$ cat src/rtl/posit_format_decoder.sv
// posit_format_decoder
// Two-stage valid/ready decoder that unpacks a WIDTH-bit posit into sign,
// signed regime, zero-extended exponent and left-aligned fraction.
// Stage 1 registers the sign, the absolute-value body and the zero/NaR flags.
// Stage 2 finds the regime run and drives the registered output fields.
// Optional feature macro: POSIT_DEC_NAR_STICKY_EN adds the sticky nar_seen output.
module posit_format_decoder #(
    parameter int WIDTH = 7,
    parameter int EN    = 1,
    parameter int W_REG = $clog2(WIDTH) + 1,
    parameter int W_EXP = $clog2(WIDTH) + 1,
    parameter int W_MAN = WIDTH
) (
    input  logic             clk,
    input  logic             rst,
    input  logic             in_valid,
    output logic             in_ready,
    input  logic [WIDTH-1:0] posit,
    output logic             out_valid,
    input  logic             out_ready,
    output logic             n_r,
    output logic [W_REG-1:0] regime,
    output logic [W_EXP-1:0] exponent,
    output logic [W_MAN-1:0] mantissa,
    output logic             is_zero,
    output logic             is_nar
`ifdef POSIT_DEC_NAR_STICKY_EN
    ,
    output logic             nar_seen
`endif
);

    // Body is the word without its sign bit; the fraction is what is left
    // of the body after the regime run, terminator and exponent.
    localparam int BW = WIDTH - 1;
    localparam int FW = BW - EN;

    // Length of the run of identical bits starting at the body MSB (1..BW).
    function automatic logic [W_REG-1:0] run_length(input logic [BW-1:0] body);
        logic             done;
        logic [W_REG-1:0] cnt;
        done = 1'b0;
        cnt  = {W_REG{1'b0}};
        for (int i = BW - 1; i >= 0; i--) begin
            if (!done && (body[i] == body[BW-1])) begin
                cnt = cnt + W_REG'(1);
            end else begin
                done = 1'b1;
            end
        end
        return cnt;
    endfunction

    logic             s1_valid_r;
    logic             s1_sign_r;
    logic [BW-1:0]    s1_body_r;
    logic             s1_zero_r;
    logic             s1_nar_r;

    logic             s2_free_s;
    logic             in_ready_s;
    logic [BW-1:0]    abs_body_s;
    logic             raw_zero_s;
    logic             raw_nar_s;

    logic [W_REG-1:0] run_s;
    logic [W_REG-1:0] regime_s;
    logic [BW-1:0]    shifted_s;
    logic [W_EXP-1:0] exp_s;
    logic [W_MAN-1:0] mant_s;

    // Stage 2 can take a word when empty or when its word leaves this cycle.
    assign s2_free_s  = ~out_valid | out_ready;
    assign in_ready_s = ~s1_valid_r | s2_free_s;
    assign in_ready   = in_ready_s;

    // Stage 1 input conditioning: low bits of the two's complement only
    // depend on the low bits, so the body is negated in BW bits.
    always_comb begin
        raw_zero_s = (posit == {WIDTH{1'b0}});
        raw_nar_s  = (posit == {1'b1, {BW{1'b0}}});
        if (posit[WIDTH-1]) begin
            abs_body_s = ~posit[BW-1:0] + BW'(1);
        end else begin
            abs_body_s = posit[BW-1:0];
        end
    end

    // Stage 2 field extraction: drop run plus terminator, then split the rest.
    always_comb begin
        run_s = run_length(s1_body_r);
        if (s1_body_r[BW-1]) begin
            regime_s = run_s - W_REG'(1);
        end else begin
            regime_s = -run_s;
        end
        shifted_s = s1_body_r << (run_s + W_REG'(1));
        if (s1_zero_r | s1_nar_r) begin
            regime_s = {W_REG{1'b0}};
            exp_s    = {W_EXP{1'b0}};
            mant_s   = {W_MAN{1'b0}};
        end else begin
            exp_s  = {{(W_EXP-EN){1'b0}}, shifted_s[BW-1 -: EN]};
            mant_s = {shifted_s[FW-1:0], {(W_MAN-FW){1'b0}}};
        end
    end

    // Stage 1 register: capture sign, absolute body and special flags.
    always_ff @(posedge clk) begin
        if (rst) begin
            s1_valid_r <= 1'b0;
            s1_sign_r  <= 1'b0;
            s1_body_r  <= {BW{1'b0}};
            s1_zero_r  <= 1'b0;
            s1_nar_r   <= 1'b0;
        end else if (in_ready_s) begin
            s1_valid_r <= in_valid;
            if (in_valid) begin
                s1_sign_r <= posit[WIDTH-1];
                s1_body_r <= abs_body_s;
                s1_zero_r <= raw_zero_s;
                s1_nar_r  <= raw_nar_s;
            end
        end
    end

    // Stage 2 register: decoded outputs, held while downstream stalls.
    always_ff @(posedge clk) begin
        if (rst) begin
            out_valid <= 1'b0;
            n_r       <= 1'b0;
            regime    <= {W_REG{1'b0}};
            exponent  <= {W_EXP{1'b0}};
            mantissa  <= {W_MAN{1'b0}};
            is_zero   <= 1'b0;
            is_nar    <= 1'b0;
        end else if (s2_free_s) begin
            out_valid <= s1_valid_r;
            if (s1_valid_r) begin
                n_r      <= s1_sign_r;
                regime   <= regime_s;
                exponent <= exp_s;
                mantissa <= mant_s;
                is_zero  <= s1_zero_r;
                is_nar   <= s1_nar_r;
            end
        end
    end

`ifdef POSIT_DEC_NAR_STICKY_EN
    // Sticky record that a NaR has been handed downstream since reset.
    always_ff @(posedge clk) begin
        if (rst) begin
            nar_seen <= 1'b0;
        end else if (out_valid & out_ready & is_nar) begin
            nar_seen <= 1'b1;
        end
    end
`endif

endmodule

$ cat config.mk
export PLATFORM = sky130hd
export DESIGN_NAME = posit_format_decoder
export DESIGN_NICKNAME = d
export VERILOG_FILES = /design/src/rtl/posit_format_decoder.sv
export SDC_FILE = /design/constraint.sdc
export NUM_CORES = 1
export LEC_CHECK = 0
export ABC_AREA = 1
export CAP_MARGIN = 5
export CORE_MARGIN = 2
export CORE_UTILIZATION = 50
export CTS_BUF_LIST = sky130_fd_sc_hd__clkbuf_16
export DETAILED_ROUTE_END_ITERATION = 10
export GPL_ROUTABILITY_DRIVEN = 1
export PLACE_DENSITY_LB_ADDON = 0.2
export SLEW_MARGIN = 10
export SYNTH_ARGS = -nofsm -noshare
export SYNTH_HDL_FRONTEND = slang
export SYNTH_SLANG_ARGS = --single-unit
$ cat constraint.sdc
create_clock -name clk -period 2.6 [get_ports clk]
set_input_delay 0.39 -clock clk [delete_from_list [all_inputs] [get_ports clk]]
set_output_delay 0.39 -clock clk [all_outputs]
set_load 0.1 [all_outputs]
# == Word level (Yosys, flattened, before mapping) ==
# Index checks and enable logic that the tools add are counted.
# classes
eq_ne,6
n_addsub,8
reduce_logical,10
shifts,1
mux,14
bitwise,6
# op_table
op,count
$mux 4,6
$add 4x1->4 const B,4
$eq 7x7->1 const B,1
$logic_not 7->1,1
$mux 7,1
$add 6x1->6 const B,1
$mux 6,1
$not 6->6,1
$shl 6x4->6,1
$eq 1x1->1,5
$mux 1,5
$logic_and 1x1->1,4
$neg 4->4,1
$reduce_and 2->1,2
$sub 4x1->4 const B,1
$add 2x1->3 const B,1
$logic_not 1->1,3
$or 1x1->1,3
$mux 2,1
$not 1->1,2
# word_totals
reg_bits,29
input_bits,11
output_inout_bits,20
word_cells,57

# == Logic depth before layout (Yosys ltp) ==
# Gate-level depths: netlist of the first run.
# logic_depth
ltp_word,15
mapped_depth,15
mapped_depth_nobuf,14

# == Worst setup path before layout of the first run ==
# No wires, ideal clock.
# synth_timing
kind,register -> register
startpoint,register out_valid
endpoint,register s1_body_r[3]
setup_time_ns,0.117
arrival_time_ns,2.952
n_path_buf,1
setup_slack_ns,-0.469
required_time_ns,2.483
path_stages_with_launch,7
cell_sequence,dfxtp_1 nand3_1 nand2_1 inv_1 clkbuf_1 o221ai_1 inv_1
# synth_between
elab_chain_cells,4
# synth_rtl
element,line,rtl
from (decl),19,"output logic out_valid,"
from (signal assigned),138,out_valid <= s1_valid_r;
$not 1->1,73,assign s2_free_s = ~out_valid | out_ready;
$or 1x1->1,73,
$or 1x1->1,74,assign in_ready_s = ~s1_valid_r | s2_free_s;
net in_ready,17,"output logic in_ready,"
$reduce_and 2->1 (no line),n/a,
to (signal assigned),113,s1_body_r <= {BW{1'b0}};
to (signal assigned),120,s1_body_r <= abs_body_s;
to (decl),56,logic [BW-1:0] s1_body_r;
# The timed path passes the listed nets, and every way through them passes these cells.
# A chain may end at the register's enable or synchronous reset.

# == Final worst setup path of the first run ==
# layout_timing
startpoint,register s1_body_r[5]
endpoint,register mantissa[6]
# layout_between
elab_chain_cells,15
# layout_rtl
element,line,rtl
branches (longest 13 deep; another with $add 4x1->4),n/a,
$shl 6x4->6 (*),97,shifted_s = s1_body_r << (run_s + W_REG'(1));
$mux 7 (*),98,if (s1_zero_r | s1_nar_r) begin
to (signal assigned),134,mantissa <= {W_MAN{1'b0}};
to (signal assigned),143,mantissa <= mant_s;
to (decl),24,"output logic [W_MAN-1:0] mantissa,"
# Mark *: on every way between the ends.

==> results of run 1 <==
what timing repair did:
action	4_1_cts	5_1_grt
hold endpoints to repair	0	0
hold buffers	0	0
setup endpoints to repair	0	2
gates resized for setup	0	1
power breakdown:
| group | total [mW] | switching, mW | internal [mW] | leakage, nW |
|---|---|---|---|---|
| Combinational | 0.492 | 0.355 | 0.137 | 0.535 |
| Sequential | 0.415 | 0.0210 | 0.394 | 0.197 |
| Clock | 0.334 | 0.128 | 0.206 | 0.0385 |
layer usage:
metal / global-route usage (%) / vias to the layer above / wire length [um]
met1: 21.8 / 615 / 1250
li1: - / 686 / -
met4: 4.98 / 0 / 30
met2: 37.0 / 25 / 1580
met3: 5.30 / 4 / 109
met5: 0 / - / 0
worst max-delay path, delay by kind of cell, from the launching register on:
family          cells  cell delay [ns]
compound gates      3             0.37
fa+ha+maj           1             0.35
buf+inv             3             0.35
flops               1             0.45
simple gates        6             0.71
cells by family after synthesis:
group | count (synthesis) | synth area share [%]
simple gates | 98 | 35.9
compound gates | 36 | 14.3
buf+inv | 32 | 10.9
flops | 24 | 34.4
xor+xnor | 4 | 2.51
fa+ha+maj | 2 | 1.79
other cells | 1 | 0.269
Yosys cell counts:
master    count
a21oi_2       2
nor2_1       14
conb_1        1
nand2_1      46
nand3_1      18
nand2_2       5
nand2_4       6
a21oi_1      20
clkinv_1      1
ha_1          2
a31oi_1       1
xor2_1        2
nor3_1        4
nand3_4       1
o31ai_1       1
dfxtp_1      24
clkbuf_1      4
inv_1        19
o21ai_1       1
buf_4         5
o221ai_1      2
buf_6         1
nor3_4        1
o21ai_0       9
xnor2_1       2
inv_2         1
nand4_1       2
nor2_8        1
inv_6         1
final cells by class:
class | count | area, um2 | area share, %
multi-input combinational | 145 | 783 | 45.9
timing repair buffer | 28 | 235 | 13.8
inverter | 22 | 87.6 | 5.13
clock inverter | 1 | 3.75 | 0.220
tap | 31 | 38.8 | 2.27
clock buffer | 3 | 75.1 | 4.40
sequential | 24 | 483 | 28.3
worst min path at each step:
stage	to	slack (ns)	cells past startpoint
global placement	regime[1]	0.45	2
detailed placement	regime[0]	0.46	2
global route	regime[2]	0.48	2
finish	regime[2]	0.47	2
floorplan	n_r	0.47	2
CTS	regime[0]	0.47	2
stage by stage:
stage | hold slack, ns | total power [mW] | util [%] | cell area, um2
floorplan | 0.472 | 0.823 | - | 1420
global placement | 0.454 | 0.900 | 60.0 | 1630
detailed placement | 0.460 | 0.913 | 60.0 | 1630
CTS | 0.471 | 1.24 | 62.9 | 1710
global route | 0.485 | 1.31 | 63.0 | 1710
finish | 0.467 | 1.24 | 63.0 | 1710
==> flow_summary.yaml, run 1 <==
clocking:
  cts_inserted_buffers: 3
  cts_num_sinks: 24
  path_clk_slew_ns: 0.06
  cts_setup_buffers: 0
  ctsHtreeMaxLevel: 1
  root_buffer: "clkbuf_16"
  clk_latency_ns: 0.26
  max-clock-path-buffers: 2
  cts_tree: "done"
placement:
  port_buffers: 25
  hpwl_um: 2320
  dp_cells: 250
  routabilityCongestion: 0.888
  dpl_worst_slack_ns: 0.193
logic_synthesis:
  syn_area_mm2: 0.00140
  syn_area_per_cell_um2: 7.08
  synth_cells: 197
  ys_seq_area_share_pct: 34.4
  yosys-top-cells-area: "dfxtp_1 (34%), nand2_1 (12%), a21oi_1 (7.2%), nand3_1 (6.5%), inv_1 (5.1%)"
  synth_warnings: 0
  synth-seq-cells: 24
  yosys.area.top_type: "dfxtp_1"
  synthDistinctLibCells: 29
  synth_top_area_share_pct: 34.4
floorplan:
  rows: 19
  core_mm2: 0.00271
  start_util_pct: 51.5
  die_w_um: 56.8
  die_h_um: 56.8
  io_pins: 31
  dieArea_mm2: 0.00323
setup_path:
  crit_end: "mantissa[6]"
  worstPathMaxFanout: 9
  ff2ff_setup_slack_ns: 0.30
  critical_path.endpoint_type: "register"
  crit_arrival_ns: 2.50
  reg2reg_depth: 13
  r2r_end: "mantissa[6]"
  start_kind: "register"
  cp-startpoint: "s1_body_r[5]"
  crit_slowest_cell: "dfxtp_2"
  critPathKind: "reg2reg"
  critical_path.max_stage_delay_ns: 0.45
  r2r_start: "s1_body_r[5]"
  cp_cell_sequence: "inv_6, nand2_4, nand2_4, nor2_8, nand3_4, o21ai_0, inv_1, ha_1, inv_1, nand4_1, a21oi_1, nand2_1, a21oi_2"
  required_ns: 2.80
final_layout:
  reg_top3: "s1_body_r x6, mantissa x5, regime x4"
  filler_cell_count: 259
  area_delta_synth_final_pct: 22.3
  regMostFlops: "s1_body_r"
  final_layout_size_suffix_gt1_share_pct: 18.8
  instances_no_fill: 254
  mostFrequentLayoutCell: "nand2_1"
  largest_reg_flops: 6
  final_nets: 237
  final_cell_mix: "nand2_1 (46), dfxtp_1 (22), a21oi_1 (20)"
  antennaDiodeCount: 0
routing:
  drtIter0Drc: 30
  ant_nets: 0
  viasPerCell: 5.24
  vias: 1330
  wl_um: 2970
  first_pass_iters: 5
  drc: 0
  wl_per_cell_um: 11.7
timing:
  setup_viol: 0
  fmax_mhz: 436
  fin_setup_tns_ns: 0
  rsz0062_at_grt: "no"
  slew_viol_final: 0
  final.setup_skew_ns: 0.00308
  fin_crit_ns: 2.30
  period_share_pct: 88.3
  final_hold_viol_count: 0
  setup_ws_ns: 0.305
power:
  powerDensity_mw_per_mm2: 727
  power.leakage_nw: 0.771
  peakVddDrop_v: 0.000700
job:
  drv_cap: 0
global_route:
  grt_max_degree: 16
  grt_pass1_wl_um: 5110
  grt_pass1_vias: 1239
  grt_util_all_layers_pct: 19.8
  grt_overflow: 0
  antenna_found_initial: 0
worst_hold_path:
  hold_path_class: "reg2reg"
  min_from: "regime[2]"
run_status:
  status: "finished, final reports clean"
Note: power is estimated with default switching activity, not from simulation.
==> inputs of run 2 (changes only) <==
- CTS_CLUSTER_DIAMETER: unset -> 120
- SKIP_CTS_REPAIR_TIMING: unset -> 1
==> results of run 2 <==
The final DEF is identical to that of run 1; final timing and power are the same.
